$ cat src/rtl/datamover_job_scheduler.sv
// rtl/datamover_job_scheduler.sv - round-robin descriptor intake, in-order job queue and streamer launch sequencer
module datamover_job_scheduler #(
    parameter int N_REQ       = 4,
    parameter int QUEUE_DEPTH = 4,
    parameter int ADDR_W      = 32,
    parameter int LEN_W       = 32,
    parameter int ID_W        = $clog2(N_REQ)
) (
    input  logic                         clk_i,
    input  logic                         rst_i,
    input  logic                         clear_i,
    input  logic [N_REQ-1:0]             req_valid_i,
    output logic [N_REQ-1:0]             req_ready_o,
    input  logic [N_REQ-1:0][ADDR_W-1:0] req_src_i,
    input  logic [N_REQ-1:0][ADDR_W-1:0] req_dst_i,
    input  logic [N_REQ-1:0][LEN_W-1:0]  req_len_i,
    output logic [ADDR_W-1:0]            job_src_o,
    output logic [ADDR_W-1:0]            job_dst_o,
    output logic [LEN_W-1:0]             job_len_o,
    output logic                         job_start_o,
    input  logic                         job_done_i,
    output logic                         cpl_valid_o,
    output logic [ID_W-1:0]              cpl_id_o,
    output logic                         busy_o,
    output logic [$clog2(QUEUE_DEPTH):0] queue_count_o
);
    localparam int PTR_W = $clog2(QUEUE_DEPTH);
    localparam int CNT_W = PTR_W + 1;

    typedef enum logic [1:0] {IDLE, START, RUN, CPL} state_t;

    state_t state, state_n;
    logic   flush;
    logic   push, pop;
    logic   found;
    int     arb_idx;
    logic [ID_W-1:0]  arb_sel;
    logic [ID_W-1:0]  grant_id;
    logic [ID_W-1:0]  rr_ptr;
    logic [N_REQ-1:0] grant;
    logic [PTR_W-1:0] wr_ptr, rd_ptr;

    logic [ADDR_W-1:0] q_src [QUEUE_DEPTH];
    logic [ADDR_W-1:0] q_dst [QUEUE_DEPTH];
    logic [LEN_W-1:0]  q_len [QUEUE_DEPTH];
    logic [ID_W-1:0]   q_id  [QUEUE_DEPTH];

    assign flush = rst_i | clear_i;

    // Search starts one past the last granted requester; no grant while full,
    // even if the head is being popped this cycle.
    always_comb begin
        grant    = '0;
        grant_id = '0;
        found    = 1'b0;
        arb_idx  = 0;
        arb_sel  = '0;
        if (!flush && queue_count_o < CNT_W'(QUEUE_DEPTH)) begin
            for (int i = 1; i <= N_REQ; i++) begin
                arb_idx = (int'(rr_ptr) + i) % N_REQ;
                arb_sel = ID_W'(arb_idx);
                if (!found && req_valid_i[arb_sel]) begin
                    found          = 1'b1;
                    grant[arb_sel] = 1'b1;
                    grant_id       = arb_sel;
                end
            end
        end
    end

    assign req_ready_o = grant;
    assign push        = found;
    assign pop         = !flush && state == IDLE && queue_count_o != '0;

    always_ff @(posedge clk_i) begin
        if (push) begin
            q_src[wr_ptr] <= req_src_i[grant_id];
            q_dst[wr_ptr] <= req_dst_i[grant_id];
            q_len[wr_ptr] <= req_len_i[grant_id];
            q_id[wr_ptr]  <= grant_id;
        end
    end

    always_ff @(posedge clk_i) begin
        if (flush) begin
            wr_ptr        <= '0;
            rd_ptr        <= '0;
            queue_count_o <= '0;
            rr_ptr        <= ID_W'(N_REQ - 1);
        end else begin
            if (push) begin
                wr_ptr <= wr_ptr + 1'b1;
                rr_ptr <= grant_id;
            end
            if (pop) rd_ptr <= rd_ptr + 1'b1;
            if (push && !pop)      queue_count_o <= queue_count_o + 1'b1;
            else if (!push && pop) queue_count_o <= queue_count_o - 1'b1;
        end
    end

    always_comb begin
        state_n = state;
        case (state)
            IDLE:    if (queue_count_o != '0) state_n = (q_len[rd_ptr] == '0) ? CPL : START;
            START:   state_n = RUN;
            RUN:     if (job_done_i) state_n = CPL;
            CPL:     state_n = IDLE;
            default: state_n = IDLE;
        endcase
    end

    always_ff @(posedge clk_i) begin
        if (flush) state <= IDLE;
        else       state <= state_n;
    end

    // Job registers hold from one pop to the next so the streamer sees stable config.
    always_ff @(posedge clk_i) begin
        if (flush) begin
            job_src_o <= '0;
            job_dst_o <= '0;
            job_len_o <= '0;
            cpl_id_o  <= '0;
        end else if (pop) begin
            job_src_o <= q_src[rd_ptr];
            job_dst_o <= q_dst[rd_ptr];
            job_len_o <= q_len[rd_ptr];
            cpl_id_o  <= q_id[rd_ptr];
        end
    end

    assign job_start_o = state == START;
    assign cpl_valid_o = state == CPL;
    assign busy_o      = state != IDLE || queue_count_o != '0;
endmodule

$ cat config.mk
export PLATFORM = sky130hd
export DESIGN_NAME = datamover_job_scheduler
export DESIGN_NICKNAME = d
export VERILOG_FILES = /design/src/rtl/datamover_job_scheduler.sv
export SDC_FILE = /design/constraint.sdc
export NUM_CORES = 1
export LEC_CHECK = 0
export CORE_UTILIZATION = 51
export DETAILED_ROUTE_END_ITERATION = 7
export PLACE_DENSITY_LB_ADDON = 0.15
export SETUP_SLACK_MARGIN = 0.4
export SLEW_MARGIN = 5
export SYNTH_ARGS = -nofsm -noshare
export SYNTH_HDL_FRONTEND = slang
export SYNTH_SLANG_ARGS = --single-unit
$ cat constraint.sdc
create_clock -name clk_i -period 7.77 [get_ports clk_i]
set_clock_uncertainty 0.1 [all_clocks]
set_input_delay 2.331 -clock clk_i [delete_from_list [all_inputs] [get_ports clk_i]]
set_output_delay 2.331 -clock clk_i [all_outputs]
set_load 0.02 [all_outputs]
# Word-level counts from Yosys, hierarchy flattened
# Memories as Yosys holds them, arrays and structs flattened. A register that Yosys moved wholly into a read port is not among the register bits.
# Index checks and enable logic that the tools add are counted.
# op_classes
bitwise_logic	4
n_reduce_logical	25
n_lt_le_gt_ge	10
n_eq_ne	5
mux	53
n_addsub	8
# op_table
op	n
32-bit binary-select mux with 2-bit select	3
32-bit 2-to-1 mux	3
32-bit zero test	1
4-bit 2-to-1 mux	8
2-bit 2-to-1 mux	10
1-bit 2-to-1 mux	18
2-bit by 3-bit < comparator with 1-bit output (second input constant)	5
1-bit logical AND	12
4-bit OR	3
2-bit by 1-bit adder with 2-bit output (second input constant)	4
1-bit binary-select mux with 2-bit select	4
1-bit demux with 2-bit select	4
2-bit by 1-bit >= comparator with 1-bit output (second input constant)	4
2-bit case mux with 4 select lines	1
1-bit zero test	6
3-bit 2-to-1 mux	2
2-bit adder (second input constant)	2
2-bit equality test (second input constant)	2
2-bit nonzero test	2
3-bit by 1-bit adder with 3-bit output (second input constant)	1
3-bit < comparator (second input constant)	1
3-bit nonzero test	1
3-bit by 1-bit subtractor with 3-bit output (second input constant)	1
2-bit by 1-bit equality test with 1-bit output (second input constant)	1
6 further kinds	6
# totals
regBits	43
output_inout_bits	108
word_cells	115
mem_bits_rw	392
n_memories	4
in_bits	392
# memory_table
name	words	word_bits	read_ports	rd_ports_with_merged_regs	write_ports	line	text
q_dst	4	32	1	1	1	44	logic [ADDR_W-1:0] q_dst [QUEUE_DEPTH];
q_len	4	32	1	1	1	45	logic [LEN_W-1:0] q_len [QUEUE_DEPTH];
q_src	4	32	1	1	1	43	logic [ADDR_W-1:0] q_src [QUEUE_DEPTH];
q_id	4	2	1	1	1	46	logic [ID_W-1:0] q_id [QUEUE_DEPTH];

# Logic depth before layout (Yosys ltp)
# Gate-level depths: netlist of run 1.
# depth
depth_word	21
ltp_mapped	15

# Least setup slack after synthesis of run 1
# OpenSTA, ideal clock, no wires.
# synth_path
kind	input -> output
from	in req_valid_i[1]
to	out req_ready_o[0]
cell_stages	7
setup_slack_ns	1.468
arrival_time_ns	3.871
t_required_ns	5.339
n_path_buf	2
cell_sequence	buf_6 mux4_2 buf_2 nor3_1 and2_1 a221oi_1 nor2_1
# synth_via
elab_chain_cells	16
elab_cells_between_ends	31
# synth_rtl
element	line	text
from (decl)	12	input logic [N_REQ-1:0] req_valid_i,
1-bit binary-select mux with 2-bit select	62	if (!found && req_valid_i[arb_sel]) begin
1-bit 2-to-1 mux (implied by the code)	62	
1-bit 2-to-1 mux	62	
1-bit 2-to-1 mux	58	if (!flush && queue_count_o < CNT_W'(QUEUE_DEPTH)) begin
1-bit zero test	62	
1-bit logical AND	62	
1-bit 2-to-1 mux	62	
1-bit 2-to-1 mux	58	
1-bit zero test	62	
1-bit logical AND	62	
1-bit 2-to-1 mux	62	
1-bit 2-to-1 mux	58	
1-bit zero test	62	
1-bit logical AND	62	
4-bit 2-to-1 mux *	62	
4-bit 2-to-1 mux *	58	
to (decl)	13	output logic [N_REQ-1:0] req_ready_o,
# Mark *: on every way between the ends. The rest lies on a longest branch, timed or not. The select of a mux whose other input is x is not followed.

# Worst setup path after layout of run 1
# layout_path
from	in req_valid_i[3]
to	out req_ready_o[0]
# The elaborated chain is that of the path after synthesis.

==> run summary, run 1 <==
Setup Crit Path Kind: input port to output pin
via total after detailed routing: 13.6k
Hold Path Depth: 2
drt pass-1 iters: 5
layer carrying the most global-route usage: met2
combinational share of power: 15.1%
Mapped Area: 21900 µm²
headroom to the max-slew limit: 37.4%
share of total power consumed by net switching: 23.2%
buffer type at the clock tree root: clkbuf_16
met2 demand-to-capacity share in global routing: 43.2%
first-pass GRT wire length: 78900 µm
source of the worst hold timing path: job_len_o[12]$_SDFFE_PP0P_
clock sink count: 503
CTS tree: yes
source-to-sink clock delay at the later pin of the worst-skew pair: 0.58 ns
number of enable-type register cells in the synthesized netlist: 392
total routing resource utilization after global routing: 23.7%
Worst Hold Endpoint: job_len_o[12]$_SDFFE_PP0P_
clock power share: 36.4%
setup_tns: 0 ns
status: completed
worst-case register-to-register setup slack: 3.24 ns
maximum ir drop on the vdd rail: 0.000166 V
register area: 14000 µm²
worst slack at placement: 0.349 ns
sum of net half-perimeters after detailed placement: 33200 µm
area enclosed by the die boundary: 43700 µm²
endpoint of the worst register-to-register path: q_src[0][26]$_DFFE_PP_
FP Rows: 75
unrepaired setup endpoints after global routing: no
FF+latch count, synth: 503
via count of the first global-routing pass: 14.5k
number of buffers inserted during clock tree synthesis: 49
Detailed Route Iter0 Violations: 737
total nets after synthesis: 1819
number of pins exceeding their max-slew limit in the final report: 0
Final GP Congestion: 0.759
CP Data Arrival Time: 4.76 ns
die span in x: 209 µm
antenna cells: 0
reg2reg start: rr_ptr[0]$_SDFFE_PP1P_
Setup crit end kind: output pin
boundary pin count: 500
global-route congestion overflow total: 0
unique cell type count in the Yosys netlist: 43
critical path startpoint category: input port
number of endpoints failing setup at the final stage: 0
Worst Tran Pin Value: 0.939 ns
drc violations: 0
antenna violations before repair: 0
core outline area: 42100 µm²
Clock Pin Slew Worst Setup and Hold Paths: 0.06 ns
Post-Syn Instances: 1408
maximum number of pins on one net before global-route repair: 99
standby leakage power: 9.82 nW
crit share post-route: 92.6%
depth of the worst register-to-register path: 10
layout filler cell count: 2996
fraction of final layout cells sized beyond drive strength 1: 10.9%
Final Hold Violating Endpoints: 0
multi-input logic area: 7310 µm²
buffer levels on the longest clock path: 3
final wirelength: 50800 µm
Yosys warning total: 0
met3 GRT Util: 5.21%
# H-tree levels: 2
Flop pwr share: 48.5%
met1 demand-to-capacity share in global routing: 27.2%
Post-Syn Area per Cell: 15.5 µm²
total power per unit cell area: 220 nW/µm²
final worst path period need: 7.20 ns
required time of the worst setup path: 5.34 ns
area growth from synthesis to final layout: 32.1%
Internal: 0.00488 W
layout net count: 2293
buffers added on ports: 499
Final Worst Setup Slack: 0.575 ns
power dissipated by switching net loads: 0.00147 W
Core Util, Final: 68.5%
fmax: 139 MHz
post-detailed-route via-to-cell ratio: 5.52
largest fanout on the critical path: 9
count of antenna-violating nets left after detailed routing: 0
Die Y: 209 µm
routed length per instance: 20.6 µm
async set-reset flop share out of synthesis: 0%
prevailing post-synth register cell: edfxtp_1
max-cap violation count: 0
min-delay worst type: flip-flop to flip-flop
post-synthesis sequential area ratio: 64.0%
effective utilization at floorplan: 51.9%
[area by class of cell]
cell class              instances  share of cell area (%)
well taps                     539                    2.34
flip-flops and latches        503                    48.5
inverters                      11                   0.143
clock buffers                  71                    4.89
repair buffers                518                    18.2
multi-input cells             799                    25.3
clock inverters                21                   0.611
[critical path, cell delays in order]
cell             delay, ns
clkdlybuf4s50_1       0.55
mux4_2                0.52
buf_4                 0.20
nor2b_4               0.18
a22oi_1               0.09
nor2_1                0.09
a221oi_1              0.05
nor2_1                0.12
clkdlybuf4s50_1       0.62
[layout by cell type (no fill, tap or decap), types with 6 or more instances in the layout]
| master | Yosys | final |
|---|---|---|
| edfxtp_1 | 392 | 392 |
| inv_1 | 10 | 10 |
| dfxtp_1 | 111 | 108 |
| clkinv_2 | 0 | 7 |
| a21oi_1 | 102 | 102 |
| clkbuf_1 | 44 | 14 |
| nor3_1 | 6 | 6 |
| clkinv_1 | 0 | 9 |
| clkbuf_16 | 0 | 51 |
| nor4_1 | 7 | 7 |
| buf_12 | 0 | 8 |
| buf_4 | 4 | 11 |
| mux2i_1 | 292 | 292 |
| clkdlybuf4s50_1 | 0 | 498 |
| clkbuf_8 | 0 | 6 |
| mux4_2 | 102 | 102 |
| nor2_1 | 21 | 21 |
| nand2_1 | 202 | 202 |
| ha_1 | 18 | 18 |
[worst max path at each step]
stage,start,endpoint
4_1_cts,req_valid_i[1],req_ready_o[0]
6_report,req_valid_i[3],req_ready_o[0]
3_3_place_gp,req_valid_i[1],req_ready_o[0]
5_1_grt,req_valid_i[3],req_ready_o[3]
2_1_floorplan,req_valid_i[1],req_ready_o[0]
3_5_place_dp,req_valid_i[1],req_ready_o[0]
[power by group through the flow]
stage | Clock (W) | Sequential, W | Combinational (W)
final | 0.00231 | 0.00308 | 0.000959
after global routing | 0.00246 | 0.00309 | 0.00104
after CTS | 0.00235 | 0.00308 | 0.000973
after detailed placement | 0 | 0.00314 | 0.000966
after global placement | 0 | 0.00313 | 0.000943
after floorplan | 0 | 0.00315 | 0.000547
[per-stage QoR]
step | power [W] | area, µm² | instances | hold WS, ns
3_3_place_gp | 0.00407 | 27300 | 2368 | 0.342
5_1_grt | 0.00659 | 28900 | 2462 | 0.369
3_5_place_dp | 0.00410 | 27300 | 2368 | 0.346
4_1_cts | 0.00641 | 28900 | 2462 | 0.355
2_1_floorplan | 0.00370 | 21900 | 1408 | 0.408
6_report | 0.00635 | 28900 | 2462 | 0.352
[sequential cells by signal (all words and copies together) (netlist names), 3 cells and up, named ones only]
name and cells:
q_len 128, job_len_o 32, q_id 8, queue_count_o 3, q_src 128, job_dst_o 32
job_src_o 32, q_dst 128
[synth_stat cells, types with 3 or more instances]
cell	number	share of area (%)
buf_1	9	0.15
nor4_1	7	0.20
a21oi_1	102	2.3
and2_1	6	0.17
nor2_1	21	0.36
nand2_1	202	3.5
clkbuf_1	44	0.76
inv_1	10	0.17
edfxtp_1	392	54
o21ai_0	4	0.092
a221oi_1	4	0.16
buf_2	18	0.41
a22oi_1	4	0.14
nor2b_1	3	0.086
buf_4	4	0.14
xor2_1	3	0.12
mux4_2	102	11
ha_1	18	1.0
buf_6	20	1.0
mux2i_1	292	13
dfxtp_1	111	10
nor3_1	6	0.14
[cells by family after synthesis]
logic type               after synthesis  share of synthesized area [%]
adder cells (fa/ha/maj)               19                           1.12
buffers and inverters                106                           2.68
AND/OR/NAND/NOR                      253                           4.71
XOR/XNOR                               5                          0.200
AO/OA/AOI/OAI                        128                           3.36
multiplexers                         394                           23.9
flip-flops                           503                           64.0
[layer usage]
metal	share of wire, %	wire length (µm)
met5	0	0
met4	3.2	1610
met3	6.2	3140
met2	53	26700
met1	38	19300
[timing repair]
| item | CTS | global route |
|---|---|---|
| hold buffers | 0 | 0 |
| setup buffers | 2 | 0 |
| gates resized for setup | 0 | 2 |
| setup endpoints to repair | 4 | 4 |
Power figures use the tool's default switching activity.
==> run 2, diff against run 1 <==
--- a/config.mk
+++ b/config.mk
@@ -5,6 +5,7 @@
 export SDC_FILE = /design/constraint.sdc
 export NUM_CORES = 1
 export LEC_CHECK = 0
+export CORE_MARGIN = 3
 export CORE_UTILIZATION = 51
 export DETAILED_ROUTE_END_ITERATION = 7
 export PLACE_DENSITY_LB_ADDON = 0.15
==> run 2 against run 1 <==
- die area is 3.9% higher
- setup slack better by 0.00086 ns
- maximum frequency hardly changed
- hold slack hardly changed
- cell count hardly changed
- global-route usage is 0.82 points lower
- via count is 0.35% higher
- register-to-register slack worse by 0.04 ns
- critical path type unchanged
- largest cell class unchanged
- largest power group unchanged
==> run summary, run 2 (synthesis gave the netlist of run 1 again) <==
area enclosed by the die boundary: 45400 µm²
CTS tree: yes
standby leakage power: 9.87 nW
family with the most delay on the worst path: buffers and inverters
Detailed Route Iter0 Violations: 898
core outline area: 42100 µm²
final worst path period need: 7.19 ns
layout net count: 2294
Final GP Congestion: 0.778
layout filler cell count: 2952
status: completed
reg2reg start: rr_ptr[0]$_SDFFE_PP1P_
total routing resource utilization after global routing: 22.9%
number of buffers inserted during clock tree synthesis: 50
sum of buffers and inverters on the critical path: 3
Power Total: 0.00643 W
Regs by FF count: q_dst x128, q_len x128, q_src x128
routed length per instance: 21.2 µm
number of endpoints failing setup at the final stage: 0
area growth from synthesis to final layout: 32.4%
fraction of final layout cells sized beyond drive strength 1: 11.3%
largest fanout on the critical path: 9
number of logic stages on the critical path including buffering: 9
buffer type at the clock tree root: clkbuf_16
headroom to the max-slew limit: 28.1%
Clock Pin Slew Worst Setup and Hold Paths: 0.06 ns
first-pass GRT wire length: 79500 µm
fmax: 139 MHz
drt pass-1 iters: 5
worst-case register-to-register setup slack: 3.20 ns
Max stage delay on crit path: 0.62 ns
multi-input logic area: 7310 µm²
Post-Place Cell Area: 27300 µm²
most frequent cells in the layout: clkdlybuf4s50_1 (496), edfxtp_1 (392), mux2i_1 (292)
drc violations: 0
most common cell after layout, fill and taps aside: clkdlybuf4s50_1
unrepaired setup endpoints after global routing: no
FP Rows: 75
# H-tree levels: 2
post-detailed-route via-to-cell ratio: 5.54
Worst Tran Pin Value: 1.08 ns
cell breakdown of the critical path: clkdlybuf4s50_1, mux4_2, buf_4, nor2b_4, a22oi_1, nor2_1, a221oi_1, nor2_1, clkdlybuf4s50_1
minimum hold slack: 0.352 ns
setup_tns: 0 ns
crit share post-route: 92.6%
antenna violations before repair: 0
count of antenna-violating nets left after detailed routing: 0
required time of the worst setup path: 5.34 ns
critical path startpoint category: input port
die span in x: 213 µm
Setup crit end kind: output pin
CP Data Arrival Time: 4.76 ns
effective utilization at floorplan: 51.9%
last element of the critical path: req_ready_o[1]
via count of the first global-routing pass: 14.2k
buffers added on ports: 499
Post-Layout Inst Area: 28900 µm²
maximum ir drop on the vdd rail: 0.000168 V
global-route congestion overflow total: 0
via total after detailed routing: 13.6k
register area: 14000 µm²
buffer levels on the longest clock path: 3
Final Worst Setup Slack: 0.576 ns
final wirelength: 52300 µm
boundary pin count: 500
endpoint of the worst register-to-register path: q_src[2][12]$_DFFE_PP_
Die Y: 213 µm
depth of the worst register-to-register path: 8
Critical Path Source: req_valid_i[2]
antenna cells: 0
clock sink count: 503
min-delay worst type: flip-flop to flip-flop
max-cap violation count: 0
source-to-sink clock delay at the later pin of the worst-skew pair: 0.57 ns
total power per unit cell area: 222 nW/µm²
sum of net half-perimeters after detailed placement: 34700 µm
worst slack at placement: 0.331 ns
standard cell with the maximum stage delay on the critical path: clkdlybuf4s50_1
number of pins exceeding their max-slew limit in the final report: 0
maximum number of pins on one net before global-route repair: 111
Final Hold Violating Endpoints: 0
Setup Crit Path Kind: input port to output pin
## run 2: cell count changes in the layout (fill, tap and decap cells not counted), sizes merged
cell	delta
clkbuf	+4
dlymetal6s2s	+2
clkdlybuf4s50	-2
clkinvlp	+4
inv	+1
clkinv	-7
## run 2: worst min path at each step
stage	start	to	slack, ns	depth (start not counted)
final	job_len_o[8]$_SDFFE_PP0P_	job_len_o[8]$_SDFFE_PP0P_	0.35	2
after global routing	cpl_id_o[1]$_SDFFE_PP0P_	cpl_id_o[1]$_SDFFE_PP0P_	0.37	2
after CTS	job_dst_o[11]$_SDFFE_PP0P_	job_dst_o[11]$_SDFFE_PP0P_	0.35	2
after detailed placement	job_len_o[11]$_SDFFE_PP0P_	job_len_o[11]$_SDFFE_PP0P_	0.35	2
after global placement	job_dst_o[11]$_SDFFE_PP0P_	job_dst_o[11]$_SDFFE_PP0P_	0.34	2
after floorplan	state[0]$_SDFFE_PP0P_	state[0]$_SDFFE_PP0P_	0.41	2
## run 2: tightest hold or removal path, stage by stage (launching register included)
cell     delay [ns]
dfxtp_1        0.30
nand2_1        0.05
a21oi_1        0.05
## run 2: metal layers
metal  vias to the layer above  routed length, µm  track usage (%)
li1                       6325                  -                -
met1                      6805              20200             28.1
met4                         0               1120             5.69
met2                       448              27500             41.4
met3                        65               3460             4.72
met5                         -                  0                0
## run 2: area by class of cell
type / instances / share of cell area, %
flip-flops and latches: 503 / 48.4
multi-input cells: 799 / 25.3
repair buffers: 518 / 18.1
clock buffers: 75 / 5.06
well taps: 539 / 2.33
clock inverters: 19 / 0.687
inverters: 11 / 0.143
## run 2: power breakdown
| group | switching (W) | internal, W | total (W) | leakage [nW] |
|---|---|---|---|---|
| logic | 0.000483 | 0.000477 | 0.000960 | 4.61 |
| clock network | 0.000986 | 0.00141 | 0.00239 | 0.805 |
| registers | 0.0000385 | 0.00304 | 0.00308 | 4.46 |
| total | 0.00151 | 0.00493 | 0.00643 | 9.87 |
## run 2: per-stage QoR
step | std cells | utilization, %
detailed placement | 2368 | 64.7
finish | 2464 | 68.7
global route | 2464 | 68.7
global placement | 2368 | 64.7
floorplan | 1408 | -
CTS | 2464 | 68.7
## run 2: timing repair
action | CTS | global route
cloned | 0 | 0
gates resized for setup | 0 | 4
hold buffers | 0 | 0
buffers inserted | 2 | 0
endpoints found under the setup margin | 4 | 4
==> run 3, diff against run 2 <==
--- a/config.mk
+++ b/config.mk
@@ -8,7 +8,9 @@
 export CORE_MARGIN = 3
 export CORE_UTILIZATION = 51
 export DETAILED_ROUTE_END_ITERATION = 7
+export GPL_ROUTABILITY_DRIVEN = 0
 export PLACE_DENSITY_LB_ADDON = 0.15
+export RECOVER_POWER = 25
 export SETUP_SLACK_MARGIN = 0.4
 export SLEW_MARGIN = 5
 export SYNTH_ARGS = -nofsm -noshare
==> run 3 against run 2 <==
- the flow now finishes with violations (max-capacitance violations, max-slew violations)
- highest routed layer unchanged
- core utilization shrank 0.10 points
- total power is 0.16% lower
- clock power barely moved
- setup slack worse by 0.094 ns
- critical path depth stayed put
- cell count did not move
- sequential power barely moved
- combinational power decreased by 1%
- non-clock buffer count unchanged
- final area is 0.15% lower
- global-route usage is the same
==> run summary, run 3 (synthesis gave the netlist of run 1 again) <==
status: finished with violations
violated checks: max-capacitance violations, max-slew violations
min-delay worst type: flip-flop to flip-flop
hold bufs inserted after CTS: 0
core outline area: 42100 µm²
via total after detailed routing: 13.6k
Post-Place Cell Area: 27300 µm²
CP Data Arrival Time: 4.86 ns
effective utilization at floorplan: 51.9%
Regs by FF count: q_dst x128, q_len x128, q_src x128
cell with the most instances on the worst path: nor2_1
buffer type at the clock tree root: clkbuf_16
number of placed instances, taps included: 2368
global-route congestion overflow total: 0
total routing resource utilization after global routing: 22.9%
Hold Path Depth: 2
Die Y: 213 µm
first-pass GRT wire length: 79500 µm
drc violations: 0
Clock Pin Slew Worst Setup and Hold Paths: 0.06 ns
Final Hold Violating Endpoints: 0
layout net count: 2294
most frequent cells in the layout: edfxtp_1 (392), clkdlybuf4s50_1 (391), mux2i_1 (292)
CTS tree: yes
FP Rows: 75
cell breakdown of the critical path: dlygate4sd3_1, mux4_2, buf_4, nor2b_4, a22oi_1, nor2_1, a221oi_1, nor2_1, clkdlybuf4s50_1
max-cap violation count: 5
most common cell after layout, fill and taps aside: edfxtp_1
largest fanout on the critical path: 9
routed length per instance: 21.2 µm
critical path startpoint category: input port
# H-tree levels: 2
final wirelength: 52300 µm
clock sink count: 503
via count of the first global-routing pass: 14.2k
antenna cells: 0
Max stage delay on crit path: 0.64 ns
number of endpoints failing setup at the final stage: 0
count of antenna-violating nets left after detailed routing: 0
fraction of final layout cells sized beyond drive strength 1: 10.9%
buffer levels on the longest clock path: 3
number of buffers inserted during clock tree synthesis: 50
required time of the worst setup path: 5.34 ns
sum of net half-perimeters after detailed placement: 34700 µm
boundary pin count: 500
setup_tns: 0 ns
family with the most delay on the worst path: buffers and inverters
antenna violations before repair: 0
standard cell with the maximum stage delay on the critical path: dlygate4sd3_1
maximum ir drop on the vdd rail: 0.000169 V
Power Total: 0.00642 W
Worst Tran Pin Value: 2.80 ns
minimum hold slack: 0.349 ns
buffers added on ports: 499
Setup Crit Path Kind: input port to output pin
source-to-sink clock delay at the later pin of the worst-skew pair: 0.57 ns
Setup crit end kind: output pin
post-detailed-route via-to-cell ratio: 5.54
number of pins exceeding their max-slew limit in the final report: 197
total power per unit cell area: 222 nW/µm²
final worst path period need: 7.29 ns
Post-Layout Inst Area: 28900 µm²
area enclosed by the die boundary: 45400 µm²
area growth from synthesis to final layout: 32.2%
non-filler cells in the finished layout: 2464
standby leakage power: 10.2 nW
crit share post-route: 93.8%
die span in x: 213 µm
headroom to the max-slew limit: -86.7%
number of logic stages on the critical path including buffering: 9
maximum number of pins on one net before global-route repair: 111
drt pass-1 iters: 5
Detailed Route Iter0 Violations: 815
fmax: 137 MHz
sum of buffers and inverters on the critical path: 3
depth of the worst register-to-register path: 11
unrepaired setup endpoints after global routing: no
## run 3: changes by cell type in the layout (fill, tap and decap cells not counted), sizes merged
cell           delta
dlygate4sd3     +105
clkdlybuf4s50   -105
buf               -3
clkbuf            +3
## run 3: through the flow
step	worst slack (ns)	utilization, %
floorplan	1.47	-
detailed placement	0.331	64.7
CTS	0.476	68.7
finish	0.482	68.6
global placement	0.425	64.7
global route	0.339	68.6
## run 3: layer usage
layer  track usage, %  share of wire, %
met5                0                 0
met4             5.69               2.2
met3             4.72               6.4
met2             41.4                53
met1             28.1                39
## run 3: timing repair
action	4_1_cts	5_1_grt
resized for setup	0	4
pin swaps	0	0
setup buffers	2	0
endpoints found under the setup margin	4	4
## run 3: worst paths after layout
kind                                           startpoint                   endpoint  slack, ns
worst max-delay path                       req_valid_i[2]             req_ready_o[1]       0.48
worst min-delay path            job_len_o[8]$_SDFFE_PP0P_  job_len_o[8]$_SDFFE_PP0P_       0.35
worst max register to register     rr_ptr[0]$_SDFFE_PP1P_     q_dst[3][22]$_DFFE_PP_       1.87
worst min register to register  job_len_o[8]$_SDFFE_PP0P_  job_len_o[8]$_SDFFE_PP0P_       0.35
## run 3: final cells by class
cell class                      instances  area, µm²
Inverter                               11       41.3
Multi-Input combinational cell        799       7280
Clock inverter                         19        199
Fill cell                            2961      13200
Timing Repair Buffer                  518       5240
Sequential cell                       503      14000
Clock buffer                           75       1470
Tap cell                              539        674
## run 3: tightest hold or removal path: stages (launching register included)
cell	delay [ns]
dfxtp_1	0.30
nand2_1	0.05
a21oi_1	0.05
## run 3: where the power goes
part           switching [W]  total, W  internal (W)
sequential         0.0000372   0.00308       0.00304
clock               0.000987   0.00239       0.00141
combinational       0.000481  0.000950      0.000469
